**src/rtl/instr_encoder.sv**
```systemverilog
// MIPS instruction encoder: mnemonic ID plus operand fields in, 32-bit machine word out,
// through a 2-entry in-order output buffer with emitted/illegal counters.
module instr_encoder #(
    parameter int unsigned DEPTH = 2,
    parameter int unsigned CNT_W = 16
) (
    input  logic             Clk,
    input  logic             Rst_n,
    input  logic             InValid,
    output logic             InReady,
    input  logic [4:0]       Mnemonic,
    input  logic [4:0]       Rs,
    input  logic [4:0]       Rt,
    input  logic [4:0]       Rd,
    input  logic [4:0]       Shamt,
    input  logic [15:0]      Imm,
    input  logic [25:0]      Target,
    output logic             OutValid,
    input  logic             OutReady,
    output logic [31:0]      Instruction,
    output logic             Illegal,
    output logic [CNT_W-1:0] EmitCount,
    output logic [CNT_W-1:0] IllegalCount
);

    logic [31:0]      word;
    logic             legal;
    logic [31:0]      mem_q [2];
    logic             rd_ptr_q, wr_ptr_q;
    logic [1:0]       count_q, count_d;
    logic             illegal_q;
    logic [CNT_W-1:0] emit_q, ill_cnt_q;
    logic             accept, push, pop;

    always_comb begin
        word  = '0;
        legal = 1'b1;
        case (Mnemonic)
            5'd0:  word = {6'h00, Rs, Rt, Rd, 5'd0, 6'h20};
            5'd1:  word = {6'h00, Rs, Rt, Rd, 5'd0, 6'h22};
            5'd2:  word = {6'h1C, Rs, Rt, Rd, 5'd0, 6'h18};
            5'd3:  word = {6'h00, Rs, Rt, Rd, 5'd0, 6'h24};
            5'd4:  word = {6'h00, Rs, Rt, Rd, 5'd0, 6'h25};
            5'd5:  word = {6'h00, Rs, Rt, Rd, 5'd0, 6'h27};
            5'd6:  word = {6'h00, Rs, Rt, Rd, 5'd0, 6'h26};
            5'd7:  word = {6'h00, 5'd0, Rt, Rd, Shamt, 6'h00};
            5'd8:  word = {6'h00, 5'd0, Rt, Rd, Shamt, 6'h02};
            5'd9:  word = {6'h00, Rs, Rt, Rd, 5'd0, 6'h2A};
            5'd10: word = {6'h00, Rs, 15'd0, 6'h08};
            5'd11: word = {6'h01, Rs, 5'd0, Imm};
            5'd12: word = {6'h01, Rs, 5'd1, Imm};
            5'd13: word = {6'h03, Target};
            5'd14: word = {6'h08, Rs, Rt, Imm};
            5'd15: word = {6'h0C, Rs, Rt, Imm};
            5'd16: word = {6'h0D, Rs, Rt, Imm};
            5'd17: word = {6'h0E, Rs, Rt, Imm};
            5'd18: word = {6'h0A, Rs, Rt, Imm};
            5'd19: word = {6'h23, Rs, Rt, Imm};
            5'd20: word = {6'h2B, Rs, Rt, Imm};
            5'd21: word = {6'h28, Rs, Rt, Imm};
            5'd22: word = {6'h21, Rs, Rt, Imm};
            5'd23: word = {6'h20, Rs, Rt, Imm};
            5'd24: word = {6'h29, Rs, Rt, Imm};
            5'd25: word = {6'h04, Rs, Rt, Imm};
            5'd26: word = {6'h05, Rs, Rt, Imm};
            5'd27: word = {6'h07, Rs, 5'd0, Imm};
            5'd28: word = {6'h06, Rs, 5'd0, Imm};
            5'd29: word = {6'h02, Target};
            default: legal = 1'b0;
        endcase
    end

    // Ready depends only on registered occupancy, so a same-cycle pop never frees a slot.
    assign InReady     = Rst_n && (count_q < 2'(DEPTH));
    assign OutValid    = (count_q != 2'd0);
    assign Instruction = OutValid ? mem_q[rd_ptr_q] : 32'd0;
    assign Illegal     = illegal_q;
    assign EmitCount   = emit_q;
    assign IllegalCount = ill_cnt_q;

    assign accept = InValid && InReady;
    assign push   = accept && legal;
    assign pop    = OutValid && OutReady;

    always_comb begin
        count_d = count_q;
        if (push && !pop) begin
            count_d = count_q + 2'd1;
        end else if (pop && !push) begin
            count_d = count_q - 2'd1;
        end
    end

    always_ff @(posedge Clk or negedge Rst_n) begin
        if (!Rst_n) begin
            for (int i = 0; i < 2; i++) begin
                mem_q[i] <= '0;
            end
            rd_ptr_q  <= 1'b0;
            wr_ptr_q  <= 1'b0;
            count_q   <= 2'd0;
            illegal_q <= 1'b0;
            emit_q    <= '0;
            ill_cnt_q <= '0;
        end else begin
            count_q   <= count_d;
            illegal_q <= accept && !legal;
            if (push) begin
                mem_q[wr_ptr_q] <= word;
                wr_ptr_q        <= ~wr_ptr_q;
            end
            if (pop) begin
                rd_ptr_q <= ~rd_ptr_q;
                emit_q   <= emit_q + 1'b1;
            end
            if (accept && !legal) begin
                ill_cnt_q <= ill_cnt_q + 1'b1;
            end
        end
    end

endmodule

```
**config.mk**
```make
export PLATFORM = sky130hd
export DESIGN_NAME = instr_encoder
export DESIGN_NICKNAME = d
export VERILOG_FILES = /design/src/rtl/instr_encoder.sv
export SDC_FILE = /design/constraint.sdc
export NUM_CORES = 1
export LEC_CHECK = 0
export BUFFER_PORTS_ARGS = -buffer_cell sky130_fd_sc_hd__buf_2
export CAP_MARGIN = 0
export CORE_MARGIN = 2
export CORE_UTILIZATION = 53
export CTS_CLUSTER_DIAMETER = 150
export DETAILED_ROUTE_END_ITERATION = 8
export GPL_ROUTABILITY_DRIVEN = 0
export HOLD_SLACK_MARGIN = 0.02
export PLACE_DENSITY = 0.89
export RECOVER_POWER = 25
export SYNTH_ARGS = -nofsm -noshare
export SYNTH_HDL_FRONTEND = slang
export SYNTH_SLANG_ARGS = --single-unit
```
**constraint.sdc**
```tcl
create_clock -name Clk -period 2.12 [get_ports Clk]
set_input_delay 0.318 -clock Clk [delete_from_list [all_inputs] [get_ports Clk]]
set_output_delay 0.318 -clock Clk [all_outputs]
set_load 0.05 [all_outputs]
```
# After elaboration in Yosys (flattened, before gate mapping)

Cells that the tools add are included.

Memories kept: 0
Bits of input ports: 71
Latch bits: 0
Output and inout bits: 67
Flip-flop bits (word level): 101
RAM bits: 0
Logic and storage cells: 75
Bits in read-only memories: 0

Add/sub/neg operators: 4
Muxes and demuxes: 11
$lt $le $gt $ge: 4
$mul: 0
Bitwise logic cells: 4
Shifts and indexed selects: 0
Reductions and logical operators: 15
Eq/ne operators: 29
Divide/modulo/power cells: 0

Operators by type and width:

| cell                                               | number |
|---|---|
| one-hot mux 32 bit (30 select lines)               | 1 |
| two-way mux 32 bit                                 | 5 |
| == test 5 bit, second input constant               | 14 |
| bitwise mux 64 bit                                 | 1 |
| == test 5 x 4 -> 1 bit, second input constant      | 8 |
| adder 16 x 1 -> 16 bit, second input constant      | 2 |
| demux 32 bit (select 1 bit)                        | 1 |
| OR reduction 30 bit                                | 1 |
| == test 5 x 3 -> 1 bit, second input constant      | 4 |
| == test 5 x 2 -> 1 bit, second input constant      | 2 |
| logical AND 1 bit                                  | 8 |
| == test 5 x 1 -> 1 bit, second input constant      | 1 |
| zero test 5 bit                                    | 1 |
| >= comparator 2 bit, second input constant         | 2 |
| two-way mux 2 bit                                  | 2 |
| inverter 1 -> 2 bit                                | 2 |
| nonzero test 2 bit                                 | 2 |
| zero test 1 bit                                    | 3 |
| adder 2 x 1 -> 2 bit, second input constant        | 1 |
| < comparator 2 x 1 -> 1 bit, second input constant | 1 |
| < comparator 2 bit, second input constant          | 1 |
| inverter 1 bit                                     | 2 |
| subtractor 2 x 1 -> 2 bit, second input constant   | 1 |
| two-way mux 1 bit                                  | 1 |

# Logic depth before layout (Yosys ltp)

Depth after elaboration: 8
Depth in mapped cells: 7
Depth with buffers taken out: 7

# Worst setup path after synthesis

OpenSTA, ideal clock, no wires.

Kind: reg-to-reg
From: reg count_q[1]
To: reg mem_q[31] in the netlist's numbering
Arrival: 1.970 ns
Library setup time: 0.136 ns
Period minus slack after synthesis: 2.106 ns
Cell stages (with the launch flop): 6
Data required time: 1.984 ns
Setup slack: 0.014 ns
Path buffers: 1
Cells stage by stage: dfrtp_1 > nor2b_1 > nand4_1 > clkbuf_1 > nand2_1 > o21ai_0

Cells in the longest elaborated chain, start to end: 4

RTL lines:

| element                        | RTL line | RTL |
|---|---|---|
| start: declaration             | 30       | `logic [1:0] count_q, count_d;` |
| start signal: assignment       | 106      | `count_q <= count_d;` |
| < comparator 2 bit             | 74       | `assign InReady = Rst_n && (count_q < 2'(DEPTH));` |
| logical AND 1 bit              | 74       |  |
| via InReady                    | 10       | `output logic InReady,` |
| logical AND 1 bit              | 81       | `assign accept = InValid && InReady;` |
| logical AND 1 bit              | 82       | `assign push = accept && legal;` |
| end signal: indexed assignment | 109      | `mem_q[wr_ptr_q] <= word;` |
| end: declaration               | 28       | `logic [31:0] mem_q [2];` |

The timed path passes the listed nets, and every way through them passes these cells.
A chain may end at the register's enable or synchronous reset.

# Worst setup path after layout

From: reg rd_ptr_q
To: out Instruction[31]

Cells in the longest elaborated chain, start to end: 5

RTL lines:

| element                                                | RTL line | RTL |
|---|---|---|
| start: declaration                                     | 29       | `logic rd_ptr_q, wr_ptr_q;` |
| start signal: assignment                               | 113      | `rd_ptr_q <= ~rd_ptr_q;` |
| inverter 1 -> 2 bit (not written as such)              | 76       | `assign Instruction = OutValid ? mem_q[rd_ptr_q] : 32'd0;` |
| two-way mux 32 bit (not written as such) (3 in series) | 76       |  |
| two-way mux 32 bit                                     | 76       |  |
| end: declaration                                       | 20       | `output logic [31:0] Instruction,` |

Every way passes these cells. The select of a mux whose other input is x is not followed.

==> run_results.csv <==
group,metric,value,unit
outcome,outcome,"finished, final reports clean",
synth,synth_top_area_cell,"dfrtp_1",
detailed_routing,drtIter0Drc,271,
timing,maxSlewHeadroom,40.0,%
timing,fin_tns_setup,0,ns
synth,synth_edf_count,0,
layout,drive_gt1_share,24.8,%
worst_setup_path,cp.arrival,1.68,ns
worst_setup_path,worstPathMaxFanout,12,
run,max_cap_viol_count,0,
cts,cts.sinks,101,
pwr,pwr-share-comb,52.6,%
global_routing,grt_first_pass_wirelength,20500,um
pwr,pwr-share-clk,13.3,%
layout,antennaDiodeCount,0,
die,dieArea,10700,sq um
global_routing,gr-total-overflow,0,
layout,nets,758,
synth,yosysSeqAreaShare,48.2,%
worst_setup_path,crit_required,1.80,ns
die,dieWidth,103,um
pwr,p_per_area,1440,nW/um^2
synth,syn_nets,614,
timing,finalSetupViolCount,0,
worst_setup_path,reg2reg_from,"count_q[1]$_DFFE_PN0P_",
pwr,p_int,4.67,mW
die,rows,36,
detailed_routing,ant_nets,0,
timing,hold_ws,0.219,ns
pwr,p_sw_share,49.0,%
cts,insertion_delay,0.36,ns
synth,synthFlopType,"dfrtp_1",
synth,synth.most_common_cell,"dfrtp_1",
synth,yosys-top-cells-count,"dfrtp_1, nand2_1, nor2_1",
detailed_routing,wirelength,13000,um
worst_setup_path,end_kind,"output port",
timing,worst_pin_slew,0.900,ns
die,coreArea,9680,sq um
die,die_h,103,um
detailed_routing,wire_per_inst,15.8,um
timing,period_needed,2.00,ns
worst_setup_path,path_class,"reg2out",
placed_design,port_buffers,137,
cts,cts_max_path_buffers,2,
cts,cts_tree,"done",
timing,hold_violations,0,
pwr,p_switching,4.49,mW
die,start_util,54.1,%
worst_setup_path,critPathLaunchType,"flop",
detailed_routing,firstDrtPassIters,5,
cts,root_buffer,"clkbuf_8",
placed_design,post-place-ws,0.177,ns
cts,numCtsBuffers,9,
detailed_routing,vias,4616,
synth,synth.area.top_cells,"dfrtp_1, mux2i_1, nand2_1",
synth,synth_cell_types,63,
pwr,seqPwrFrac,34.1,%
min_path,hp-class,"in2reg",
pwr,ir_drop,0.812,mV
cts,htreeDepth,3,
synth,synth_top_cell_area_share,48.2,%
layout,fillCellCount,783,
worst_setup_path,startpoint,"rd_ptr_q$_DFFE_PN0P_",
timing,max_freq,500,MHz
synth,synth_area_per_cell,9.71,sq um
global_routing,grt_max_degree,72,
global_routing,grt_antenna_before_repair,0,
synth,yosysWarnings,0,
min_path,hp-start,"Target[9]",
placed_design,dp_hpwl,9350,um
pwr,p_leak,2.97,nW
die,io_pins,138,
timing,period_share,94.3,%
layout,syn_to_final_growth,21.5,%
detailed_routing,post_drt_via_cell_ratio,5.62,
global_routing,grt_pass1_vias,4394,
layout,post-route-util,65.8,%
synth,yosys_register_bits,101,
detailed_routing,drc,0,
timing,fin_ws,0.120,ns
pwr,finalPower,9.16,mW
timing,grt_setup_unrepaired,"no",
timing,finClkSkew,0.00860,ns
synth,syn-cell-area,5240,sq um
synth,async_reset_ff_share,100,%
synth,synthCells,540,
global_routing,grt.total_usage,24.2,%
timing,final_max_slew_viol_count,0,
cts,path_clk_slew,0.10,ns
worst max-delay path: stages, from the launching register on:
cell     delay (ns)
dfrtp_4        0.58
buf_4          0.17
mux2i_1        0.10
nor2_1         0.17
buf_2          0.30
power by group through the flow:
stage | logic [mW] | registers, mW | clock network [mW]
floorplan | 3.37 | 3.27 | 0
finish | 4.82 | 3.13 | 1.22
global route | 5.16 | 3.22 | 1.31
detailed placement | 4.68 | 3.18 | 0
CTS | 4.70 | 3.15 | 1.23
global placement | 4.59 | 3.13 | 0
layout by cell type, fill, tap and decap left out, types with 10 or more instances in the layout:
cell / n
buf_2: 110
dfrtp_1: 100
nand2_1: 74
nor2_1: 68
mux2i_1: 34
o21ai_0: 29
clkbuf_1: 28
xnor2_1: 24
buf_4: 24
a31oi_1: 22
o21ai_1: 13
xor2_1: 11
o22a_1: 10
sequential cells by signal, summed over array words and instances (netlist names):
register and flops:
mem_q 64, EmitCount 16, IllegalCount 16, count_q 2, Illegal 1, rd_ptr_q 1, wr_ptr_q 1
path summary, 6_finish.rpt:
kind / to / slack, ns / cells past startpoint
max in group asynchronous: rd_ptr_q$_DFFE_PN0P_ / 0.69 / 3
min in group asynchronous: Illegal$_DFF_PN0_ / 0.77 / 3
worst min-delay path: mem_q[9]$_DFFE_PN0P_ / 0.22 / 3
worst min register to register: IllegalCount[15]$_DFFE_PN0P_ / 0.48 / 1
worst max register to register: mem_q[35]$_DFFE_PN0P_ / 0.33 / 5
worst max-delay path: Instruction[31] / 0.12 / 4
layer usage:
metal / share of wire, % / GRT usage, % / vias up
met3: 5.5 / 3.29 / 27
li1: - / - / 2200
met4: 2.4 / 10.0 / 0
met2: 49 / 38.8 / 180
met1: 43 / 33.4 / 2209
met5: 0 / 0 / -
metrics by stage:
step / cells / cell area, sq um
floorplan: 540 / 5240
global placement: 795 / 6130
detailed placement: 795 / 6130
CTS: 813 / 6350
global route: 822 / 6370
finish: 822 / 6370
timing repair:
item / 4_1_cts / 5_1_grt
hold buffers: 2 / 0
endpoints found under the hold margin: 30 / 0
resized for setup: 1 / 0
setup endpoints to repair: 6 / 18
pin swaps: 0 / 1
buffers inserted: 0 / 9
final cells by class:
class	instances	area, sq um	area share, %
clock inverter	5	57.6	0.904
sequential	101	2530	39.7
tap	133	166	2.61
timing repair buffer	167	931	14.6
multi-input combinational	399	2530	39.7
inverter	6	22.5	0.354
clock buffer	11	131	2.06
logic make-up after synthesis:
logic type / count (synthesis) / synth area share (%)
compound gates: 112 / 14.2
xor+xnor: 35 / 5.85
fa+ha+maj: 4 / 0.907
buf+inv: 40 / 3.63
flops: 101 / 48.2
mux: 37 / 7.14
simple gates: 211 / 20.1
Power figures use the tool's default switching activity.
